**src/rtl/im_fetch_sequencer.sv**
```systemverilog
// im_fetch_sequencer: serial program loader into IM followed by a stall/branch-aware fetch loop
module im_fetch_sequencer #(
  parameter int IM_AW = 8
) (
  input  logic             clk,
  input  logic             rst,
  input  logic [7:0]       i_inst,
  input  logic             i_inst_valid,
  output logic             im_we,
  output logic [IM_AW-1:0] im_waddr,
  output logic [15:0]      im_wdata,
  output logic             im_re,
  output logic [IM_AW-1:0] im_raddr,
  input  logic [15:0]      im_rdata,
  input  logic             i_stall,
  input  logic             i_br_valid,
  input  logic [IM_AW-1:0] i_br_target,
  output logic [15:0]      o_inst,
  output logic             o_inst_valid,
  output logic [IM_AW-1:0] o_pc,
  output logic             inCmd,
  output logic             o_is_done,
  output logic             o_load_err
);
  typedef enum logic [2:0] {LOAD_HI, LOAD_LO, SETTLE, RUN, DONE, ERR} state_t;
  state_t state, state_n;
  logic [7:0] hi;
  logic [IM_AW-1:0] wr_ptr, pc, pend_addr;
  logic pending, run, redirect, halt, lo_take;
  logic [15:0] word;
  // next state and the combinational fetch/decode-facing outputs
  always_comb begin
    word = {hi, i_inst};
    run = state == RUN;
    lo_take = state == LOAD_LO && i_inst_valid;
    redirect = run && !i_stall && i_br_valid;
    halt = run && pending && im_rdata == 16'hFFFF && !redirect;
    im_re = run && !i_stall && !i_br_valid;
    im_raddr = pc;
    o_inst = im_rdata;
    o_inst_valid = run && pending && im_rdata != 16'hFFFF;
    o_pc = pend_addr;
    inCmd = state == LOAD_HI || state == LOAD_LO;
    o_is_done = state == DONE;
    o_load_err = state == ERR;
    state_n = state;
    case (state)
      LOAD_HI: state_n = i_inst_valid ? LOAD_LO : LOAD_HI;
      LOAD_LO: state_n = !i_inst_valid ? LOAD_LO : word == 16'hFFFF ? SETTLE : &wr_ptr ? ERR : LOAD_HI;
      SETTLE:  state_n = RUN;
      RUN:     state_n = halt ? DONE : RUN;
      default: state_n = state;
    endcase
  end
  // state, load datapath with registered IM write, and fetch pointer tracking
  always_ff @(posedge clk) begin
    if (rst) begin
      state <= LOAD_HI;
      hi <= '0;
      wr_ptr <= '0;
      pc <= '0;
      pending <= 1'b0;
      pend_addr <= '0;
      im_we <= 1'b0;
      im_waddr <= '0;
      im_wdata <= '0;
    end else begin
      state <= state_n;
      im_we <= lo_take;
      if (state == LOAD_HI && i_inst_valid) hi <= i_inst;
      if (lo_take) begin
        im_waddr <= wr_ptr;
        im_wdata <= word;
        wr_ptr <= wr_ptr + IM_AW'(1);
      end
      if (run && !i_stall) begin
        pc <= i_br_valid ? i_br_target : pc + IM_AW'(1);
        pending <= !i_br_valid;
        pend_addr <= pc;
      end
    end
  end
endmodule

```
**config.mk**
```make
export PLATFORM = sky130hd
export DESIGN_NAME = im_fetch_sequencer
export DESIGN_NICKNAME = d
export VERILOG_FILES = /design/src/rtl/im_fetch_sequencer.sv
export SDC_FILE = /design/constraint.sdc
export NUM_CORES = 1
export LEC_CHECK = 0
export CELL_PAD_IN_SITES_DETAIL_PLACEMENT = 0
export CELL_PAD_IN_SITES_GLOBAL_PLACEMENT = 1
export CORE_MARGIN = 2
export CORE_UTILIZATION = 31
export CTS_CLUSTER_DIAMETER = 40
export DETAILED_ROUTE_END_ITERATION = 12
export PLACE_DENSITY = 0.82
export SLEW_MARGIN = 40
export SYNTH_ARGS = -nofsm -noshare
export SYNTH_HDL_FRONTEND = slang
export SYNTH_SLANG_ARGS = --single-unit
```
**constraint.sdc**
```tcl
create_clock -name clk -period 1.55 [get_ports clk]
set_clock_uncertainty 0.1 [all_clocks]
set_input_delay 0.31 -clock clk [delete_from_list [all_inputs] [get_ports clk]]
set_output_delay 0.31 -clock clk [all_outputs]
set_load 0.02 [all_outputs]
```
# Word level (Yosys, flattened, before mapping)
# Cells that the tools add are included.
# totals
word_cells,42
output_inout_bits,62
in_bits,37
reg_bits,61
# classes
n_eq_ne,8
addsub,2
muxes,7
n_reduce_logical,16
# ops
op,n
equality test 16 bit (second input constant),2
adder 8 x 1 -> 8 bit (second input constant),2
!= test 16 bit (second input constant),1
2-to-1 mux 3 bit,4
one-hot mux 3 bit (4 select lines),1
logical AND 1 bit,9
2-to-1 mux 8 bit,1
AND reduction 8 bit,1
equality test 3 x 2 -> 1 bit (second input constant),2
equality test 3 bit (second input constant),2
nonzero test 4 bit,1
equality test 3 x 1 -> 1 bit (second input constant),1
logical NOT 1 bit,3
logical NOT 3 bit,1
logical OR 1 bit,1
2-to-1 mux 1 bit,1

# Longest topological paths before layout
# Gate-level depths: netlist of the first run.
# depth
word_depth,7
mapped_depth,6
ltp_nobuf,5

# Worst setup path after synthesis of the first run
# No wires, ideal clock.
# synth_path
path_kind,register to output
start,register state[1]
end,output im_re
path_slack_ns,-0.077
path_stages_with_launch,5
arrival_ns,1.217
n_path_buf,2
path_cell_list,dfxtp_1 buf_2 nand4bb_1 clkbuf_1 nor2_1
# synth_via
elab_chain_len,3
# synth_lines
item,line_no,rtl
"start, declared",26,"state_t state, state_n;"
"start signal, assigned",68,state <= state_n;
equality test 3 x 2 -> 1 bit,34,run = state == RUN;
logical AND 1 bit (2 in series),38,im_re = run && !i_stall && !i_br_valid;
"end, declared",12,"output logic im_re,"
# No other way between the ends.

# Final worst setup path of the first run
# layout_path
start,register state[2]
end,output o_inst_valid
# layout_via
elab_chain_len,3
# layout_lines
item,line_no,rtl
equality test 3 x 2 -> 1 bit,34,
logical AND 1 bit (2 in series),41,o_inst_valid = run && pending && im_rdata != 16'hFFFF;
"end, declared",19,"output logic o_inst_valid,"
# No other way between the ends.

==> key figures, run 1 <==
Run status
  – Outcome: finished, violations left
  – Failing checks: setup timing

Power
  – Leak Pwr: 1.87 nW
  – Cell Pwr Density: 812 nW/um^2
  – Peak supply drop: 0.453 mV

Critical path
  – Setup Crit Path Kind: flip-flop to primary output
  – Required time at the worst-slack endpoint: 1.14 ns
  – Critical Path End Type: primary output
  – Crit path arrival time: 1.22 ns
  – Startpoint class of the critical path: flip-flop
  – Crit-path max FO: 5

Detailed routing
  – Total number of vias: 2805
  – Number of remaining DRC errors: 0
  – Average detailed-routed wire length per instance: 13.6 um
  – Starting DRT DRC Count: 67
  – WL final: 7.83 mm
  – Number of routed nets with antenna violations: 0
  – Routed via count divided by cell count: 4.88
  – DRT Pass-1 Iters: 4

Timing
  – Worst slew pin tran: 0.322 ns
  – RSZ-0062 raised after global routing: true
  – Relative max-transition margin: 78.5%
  – Final hold viol count: 0
  – Slew Viols, Final: 0
  – Post-route clock period utilization: 105%
  – Final setup margin: -0.0797 ns
  – Final setup violation count: 5
  – Achievable frequency: 614 MHz
  – Final critical-path required period: 1.63 ns

Global routing
  – Initial antenna violation count: 0
  – Maximum number of pins on one net before global-route repair: 30
  – Via count of the first global-routing pass: 2609
  – Wire length of the first global-routing pass: 12.9 mm
  – Congestion Overflow GR: 0
  – Overall routing resource usage: 16.5%

Final layout
  – Fraction of the core area covered by cells at the end of the flow: 51.4%
  – Fraction of layout instances using a drive strength above 1: 26.2%
  – Area grow syn2layout: 58.8%
  – # fillers: 815
  – Diodes inserted: 0
  – Top library cells by usage in the layout, fill and taps aside: 93 x nand2_1, 56 x dlygate4sd2_1, 52 x dfxtp_1, 52 x buf_4, 45 x a21oi_1
  – Commonest non-fill, non-tap cell in the layout: nand2_1
  – Layout net count: 506
  – Fin area: 4270 um^2

Clock tree
  – Inserted Clock Buffers: 9
  – Level count of the clock H-tree: 3
  – Clock-pin transition on the worst setup and hold timing paths: 0.06 ns
  – Clock tree sinks: 61
  – Maximum number of buffers from clock root to sink: 2
  – Cell at the root of the clock tree: clkbuf_8
  – Insertion delay of the later-clocked pin in the worst-skew pair: 0.34 ns
  – TritonCTS clock tree: done

Floorplan
  – Die X: 97.1 um
  – Placement row count: 33
  – Number of primary I/O pins: 99
  – Die Span Y: 97.1 um
  – Full die area: 9430 um^2
  – Core area: 8300 um^2
  – Initial cell density of the core: 32.4%

Hold path
  – Worst hold-check path type: input port to flip-flop

Logic synthesis
  – Share of synthesized registers carrying an async set or reset: 0%
  – Post-synth EDFFs: 0
  – Post-synthesis sequential area ratio: 45.5%
  – Predominant post-synthesis flop cell: dfxtp_1
  – Synthesized-area fraction occupied by xor and xnor cells: 1.96%
  – Ys Warns: 0
  – Area fraction in and, or, nand and nor cells after synthesis: 26.9%
  – Synth Area in Compound Gates: 14.9%
  – Post-Synthesis Net Count: 377
  – Number of library cell types mapped by synthesis: 41
  – Fraction of the mapped netlist area in adder cells: 0.932%
  – Dominant combinational cell family by area after synthesis: simple AND/OR/NAND/NOR gates
  – Share of cell area taken by muxes after synthesis: 0.745%
  – Mean instance size in the synthesized netlist: 7.95 um^2
  – Synthesized netlist cell count: 338
  – #FFs+latches synth: 61
  – Combined area of all synthesized cells: 2690 um^2

Placement
  – HPWL reported at the end of detailed placement: 5.48 mm
  – PortBufs: 98
  – Global placer's final weighted congestion: 0.778
  – Placed standard-cell area: 3920 um^2

Run
  – Maxcap violations: 0
[power breakdown]
part	total, mW	switching (mW)	internal [mW]
Clock	1.44	0.622	0.815
Combinational	0.411	0.208	0.203
Sequential	1.62	0.0207	1.60
[worst max-delay path, cell delays in order, from the launching register on]
cell and delay, ns:
dfxtp_4 0.36, nand4b_1 0.21, nor2_1 0.16, buf_4 0.16
[routing by layer]
metal | routed length [um] | part of all wire (%) | vias to the layer above | GRT usage [%]
met3 | 562 | 7.2 | 9 | 4.10
met5 | 0 | 0 | - | 0
met1 | 3430 | 44 | 1289 | 21.8
met4 | 110 | 1.4 | 0 | 5.42
li1 | - | - | 1399 | -
met2 | 3730 | 48 | 108 | 26.5
[registers in the layout, summed over array words and instances, names as in the netlist]
register	count
hi	8
im_raddr	8
o_pc	8
im_we	1
im_waddr	8
im_wdata	16
state	3
wr_ptr	8
pending	1
[area by class of cell]
type | instances | area [um^2] | share of cell area, %
multi-input cells | 235 | 1350 | 31.7
clock buffers | 11 | 151 | 3.55
flip-flops and latches | 61 | 1240 | 29.1
well taps | 105 | 131 | 3.08
inverters | 4 | 15.0 | 0.352
clock inverters | 3 | 46.3 | 1.09
repair buffers | 156 | 1330 | 31.1
[Yosys cell counts, types with 2 or more instances]
cell type,number,area [um^2]
clkbuf_1,10,37.5
nor2b_1,2,12.5
buf_2,8,40.0
nor4_1,4,25.0
a31oi_1,3,18.8
nand3_1,7,35.0
a211oi_1,3,22.5
nor2_1,19,71.3
and3_1,3,18.8
a22oi_1,2,15.0
dfxtp_1,61,1220
ha_1,2,25.0
buf_4,19,143
xor2_1,2,17.5
or3_1,2,12.5
inv_1,4,15.0
nand4_1,10,62.6
o21ai_0,6,30.0
nand2_1,93,349
a21oi_1,48,240
xnor2_1,4,35.0
mux2i_1,2,20.0
nor3b_1,3,22.5
nor3_1,4,20.0
[repair_timing]
action,CTS,global route
hold buffers,0,0
gates resized for setup,130,46
pin swaps,17,20
setup buffers,7,7
setup endpoints to repair,81,26
gates cloned,0,1
[final timing paths]
check,start,end,slack (ns),depth (start not counted)
worst max-delay path,state[2],o_inst_valid,-0.08,3
worst min-delay path,rst,state[2],0.20,2
worst max register to register,state[1],state[2],-0.07,4
worst min register to register,im_wdata[5],im_wdata[5],0.35,2
[through the flow]
step           hold WS (ns)  total power, mW  worst slack [ns]  std cells  TNS, ns
4_1_cts               0.182             3.48           -0.0846        568   -0.193
6_report              0.195             3.46           -0.0797        575   -0.190
3_5_place_dp          0.347             2.07            -0.831        547   -25.89
5_1_grt               0.204             3.61            -0.158        575   -0.587
3_3_place_gp          0.342             2.07            -0.772        547   -24.75
2_1_floorplan         0.345             1.85           0.00356        338        0
[kinds of logic (layout without fill, tap and decap cells)]
kind of cell             Yosys count  count (layout)
AND/OR/NAND/NOR                  155             155
AO/OA/AOI/OAI                     70              70
flip-flops                        61              61
buffers and inverters             42             174
XOR/XNOR                           6               6
adder cells (fa/ha/maj)            2               2
multiplexers                       2               2
Note: power is estimated with default switching activity, not from simulation.
==> run 2: changes to the inputs <==
CAP_MARGIN = 30   (was default)
==> results of run 2 <==
Final layout, timing and power as in run 1 (identical DEF).
==> run 3: changes to the inputs <==
TNS_END_PERCENT = 1   (was default)
==> run 3 against run 2 <==
The flow still finishes with violations (setup timing). Critical path type is now input port to primary output. Largest power group unchanged. Combinational power decreased by 3%. Via count down 1.8%. Global-route usage is 0.18 points lower. Sequential cell count unchanged.
==> key figures, run 3 (synthesis gave the netlist of run 1 again) <==
Critical path
  – Cells on worst reg2reg path: 4 (unchanged)
  – Required time at the worst-slack endpoint: 1.14 ns (about the same)
  – CP peak stage delay: 0.42 ns (+0.06 ns)
  – Cell type of the slowest stage on the worst timing path: clkdlybuf4s50_1
  – Worst path depth: 4 (+1)
  – Critical Path End Type: primary output
  – Startpoint class of the critical path: input port
  – Crit-path max FO: 2 (-3)
  – WP buf/inv: 2 (+1)
  – Family with the most delay on the worst path: buffers and inverters
  – Setup Crit Path Kind: input port to primary output
  – Series of cell instances along the critical path: clkdlybuf4s50_1 -> nand4bb_4 -> nor2_2 -> buf_4
  – Crit path arrival time: 1.22 ns (about the same)

Final layout
  – Non-filler cells, final: 567 (-1.4%)
  – Fraction of layout instances using a drive strength above 1: 23.8% (-2.4 points)
  – Area grow syn2layout: 55.1%
  – Top reg by flops: im_wdata
  – Diodes inserted: 0 (unchanged)
  – Layout net count: 498 (-1.6%)
  – Top library cells by usage in the layout, fill and taps aside: 93 x nand2_1, 58 x dfxtp_1, 50 x dlygate4sd2_1, 48 x buf_4, 42 x a21oi_1
  – Largest register FFs: 16 (unchanged)
  – Commonest non-fill, non-tap cell in the layout: nand2_1
  – # fillers: 812 (-0.37%)

Floorplan
  – Full die area: 9430 um^2 (unchanged)
  – Number of primary I/O pins: 99 (unchanged)
  – Core area: 8300 um^2 (unchanged)
  – Placement row count: 33 (unchanged)
  – Die X: 97.1 um (unchanged)
  – Die Span Y: 97.1 um (unchanged)
  – Initial cell density of the core: 32.4% (unchanged)

Power
  – Final Power: 3.44 mW (-0.58%)
  – Peak supply drop: 0.457 mV (+0.97%)
  – Cell Pwr Density: 827 nW/um^2 (+1.8%)
  – Leak Pwr: 1.81 nW (-3.4%)

Global routing
  – Via count of the first global-routing pass: 2568 (-1.6%)
  – Initial antenna violation count: 0 (unchanged)
  – Overall routing resource usage: 16.4% (-0.18 points)
  – Congestion Overflow GR: 0 (unchanged)
  – Wire length of the first global-routing pass: 12.8 mm (-1.1%)
  – Maximum number of pins on one net before global-route repair: 30 (unchanged)

Detailed routing
  – Highest signal layer in the routed design: met4
  – Routed metal-1 wire length: 3.58 mm (+4.6%)
  – WL final: 7.71 mm (-1.5%)
  – Routed via count divided by cell count: 4.86 (-0.40%)
  – Routed length on met2: 3.63 mm (-2.8%)
  – Starting DRT DRC Count: 102 (+52%)
  – Number of remaining DRC errors: 0 (unchanged)
  – WL met3: 406 um (-28%)
  – Number of routed nets with antenna violations: 0 (unchanged)
  – DRT Pass-1 Iters: 5 (+1)
  – Total number of vias: 2755 (-1.8%)
  – Average detailed-routed wire length per instance: 13.6 um (-0.12%)

Clock tree
  – Level count of the clock H-tree: 3 (unchanged)
  – TritonCTS clock tree: done
  – Clock-pin transition on the worst setup and hold timing paths: 0.06 ns (about the same)
  – Inserted Clock Buffers: 9 (unchanged)
  – Insertion delay of the later-clocked pin in the worst-skew pair: 0.33 ns (about the same)
  – Cell at the root of the clock tree: clkbuf_8
  – Post-CTS Hold Fix Bufs: 0 (unchanged)
  – Clock tree sinks: 61 (unchanged)
  – Maximum number of buffers from clock root to sink: 2 (unchanged)

Timing
  – RSZ-0062 raised after global routing: true
  – Worst slew pin tran: 0.327 ns (+0.00510 ns)
  – Relative max-transition margin: 78.2% (-0.34 points)
  – Final setup margin: -0.0751 ns (+0.00464 ns)
  – Final hold viol count: 0 (unchanged)
  – Final setup violation count: 6 (+1)
  – Post-route clock period utilization: 105% (-0.30 points)
  – Final critical-path required period: 1.63 ns (-0.00464 ns)
  – Achievable frequency: 615 MHz (+0.29%)
  – Slew Viols, Final: 0 (unchanged)

Hold path
  – Worst hold-check path type: input port to flip-flop
  – Number of instances on the worst hold path: 2 (unchanged)

Placement
  – Global placer's final weighted congestion: 0.778 (unchanged)
  – Instance count after placement with tap cells included: 547 (unchanged)
  – PortBufs: 98 (unchanged)
  – DP Worst Slack: -0.831 ns (unchanged)
  – HPWL reported at the end of detailed placement: 5.48 mm (unchanged)

Run status
  – Failing checks: setup timing
  – Outcome: finished, violations left

Run
  – Maxcap violations: 0 (unchanged)
-- run 3: cell count changes in the layout (fill, tap and decap cells not counted), moves of 3 or more --
| cell | before | now |
|---|---|---|
| a21oi_1 | 45 | 42 |
| a21oi_2 | 2 | 6 |
| buf_4 | 52 | 48 |
| clkdlybuf4s50_1 | 16 | 21 |
| dfxtp_1 | 52 | 58 |
| dfxtp_2 | 6 | 1 |
| dlygate4sd2_1 | 56 | 50 |
-- run 3: path summary, 6_finish.rpt --
| path | startpoint | to | slack [ns] |
|---|---|---|---|
| setup / recovery | i_stall | im_re | -0.08 |
| hold / removal | rst | state[2] | 0.22 |
| setup reg to reg | state[1] | state[2] | -0.08 |
| hold reg to reg | im_wdata[5] | im_wdata[5] | 0.35 |
-- run 3: final cells by class --
class | instances | area (um^2) | share of cell area (%)
Clock buffer | 11 | 151 | 3.63
Clock inverter | 3 | 46.3 | 1.11
Inverter | 4 | 15.0 | 0.360
Multi-Input combinational cell | 235 | 1350 | 32.3
Sequential cell | 61 | 1230 | 29.5
Tap cell | 105 | 131 | 3.15
Timing Repair Buffer | 148 | 1250 | 29.9
-- run 3: timing repair --
item | CTS | global route
setup buffers | 5 | 1
pin swaps | 13 | 13
setup endpoints to repair | 81 | 31
gates resized for setup | 113 | 49
gates cloned | 0 | 0
-- run 3: metal layers --
metal	vias to the layer above	GRT usage, %
li1	1382	-
met1	1286	21.9
met2	80	26.0
met3	7	4.03
met4	0	5.20
met5	-	0
-- run 3: worst register-to-register path: cells and delay by family (launching register included) --
kind            cells  cell delay [ns]
simple gates        2             0.82
flops               1             0.37
buf+inv             1             0.14
compound gates      1             0.12
-- run 3: power breakdown --
group	internal, mW	switching [mW]
Sequential	1.60	0.0225
Combinational	0.194	0.205
Clock	0.816	0.612
Total	2.60	0.840
-- run 3: through the flow --
stage	area (um^2)	hold WS [ns]	utilization [%]	TNS, ns
after floorplan	2690	0.345	-	0
after global placement	3920	0.342	47.3	-24.75
after detailed placement	3920	0.347	47.3	-25.89
after CTS	4110	0.184	49.5	-0.535
after global routing	4170	0.223	50.2	-0.858
final	4170	0.221	50.2	-0.322
==> edit, RTL diff (config.mk and constraints of run 2) <==
The 6 states of `state_t` get a one-hot encoding in 6 bits.
--- a/src/rtl/im_fetch_sequencer.sv
+++ b/src/rtl/im_fetch_sequencer.sv
@@ -24,3 +24,3 @@
 );
-  typedef enum logic [2:0] {LOAD_HI, LOAD_LO, SETTLE, RUN, DONE, ERR} state_t;
+  typedef enum logic [5:0] {LOAD_HI = 6'b000001, LOAD_LO = 6'b000010, SETTLE = 6'b000100, RUN = 6'b001000, DONE = 6'b010000, ERR = 6'b100000} state_t;
   state_t state, state_n;
Check against the original RTL: same outputs for any inputs over 10 cycles, from zero or initial values and one cycle with rst high; not proved beyond that.
==> edit against run 2 <==
- the flow still finishes with violations (setup timing)
- via count grew 7.6%
- wire length grew 13%
- worst setup slack lost 0.54 ns
- sequential share of layout area shrank 3.6 points
- sequential cell count grew 3
- cell area grew 19%
- fmax shrank 25%
- area after synthesis grew 6.5%
- total power grew 4.0%
- critical endpoint is now im_re
==> edit: results (changes against run 2) <==
gpl congestion 0.795 (+2.2%); clock buffers 10 (-1); crit path capture im_re; DRT iter0 DRCs 88 (+31%); final worst slack -0.620 ns (-0.541 ns); WL met2 4.33 mm (+16%); pre-CTS setup slack -0.798 ns (+0.0335 ns); violated checks setup timing; Non-Clock Buffer Count 163 (+4.5%); worst-path fanout max 2 (-3); multi-input gates 254 (+8.1%); Worst R2R Start state[4]$_SDFFE_PP0P_; multi-input logic area 1800 µm² (+33%); clk sinks 64 (+4.9%); run status finished, violations left; Setup Viol. Count Final 66 (+61); Layout clock area frac 3.61% (-1.0 points); WL met1 3.79 mm (+11%); vias in the first global route 3061 (+17%); met3 Use GR 5.71% (+1.6 points); R2R setup slack -0.56 ns (-0.49 ns); Core ar. 9110 µm² (+9.8%); ranking of synthesized cells by area dfxtp_1, nand2_1, a21oi_1; Syn Inst Count 362 (+7.1%); placed cell areas 4300 µm² (+9.6%); GR Layer Usage met2 30.6% (+4.1 points); row cnt 35 (+6.1%)
edit: cell count changes after synthesis, sizes merged, moves of 3 or more:
cell | before | now
a21oi | 48 | 42
nor2 | 19 | 33
nand2 | 93 | 86
dfxtp | 61 | 64
o21ai | 6 | 10
or4 | 1 | 4
xnor2 | 4 | 8
nor4 | 4 | 7
clkbuf | 10 | 15
mux2i | 2 | 9
edit: stage by stage:
step / utilization, % / hold slack, ns
after floorplan: - / 0.344
after global placement: 47.2 / 0.341
after detailed placement: 47.2 / 0.345
after CTS: 51.9 / 0.238
after global routing: 55.6 / 0.256
final: 55.6 / 0.252
edit: cell families (layout without fill, tap and decap cells):
group	Yosys count	after routing	synth area share, %
buffers and inverters	44	182	8.62
flip-flops	64	64	44.8
AND/OR/NAND/NOR	165	165	26.2
XOR/XNOR	9	9	2.76
multiplexers	9	9	3.15
AO/OA/AOI/OAI	69	69	13.6
adder cells (fa/ha/maj)	2	2	0.875
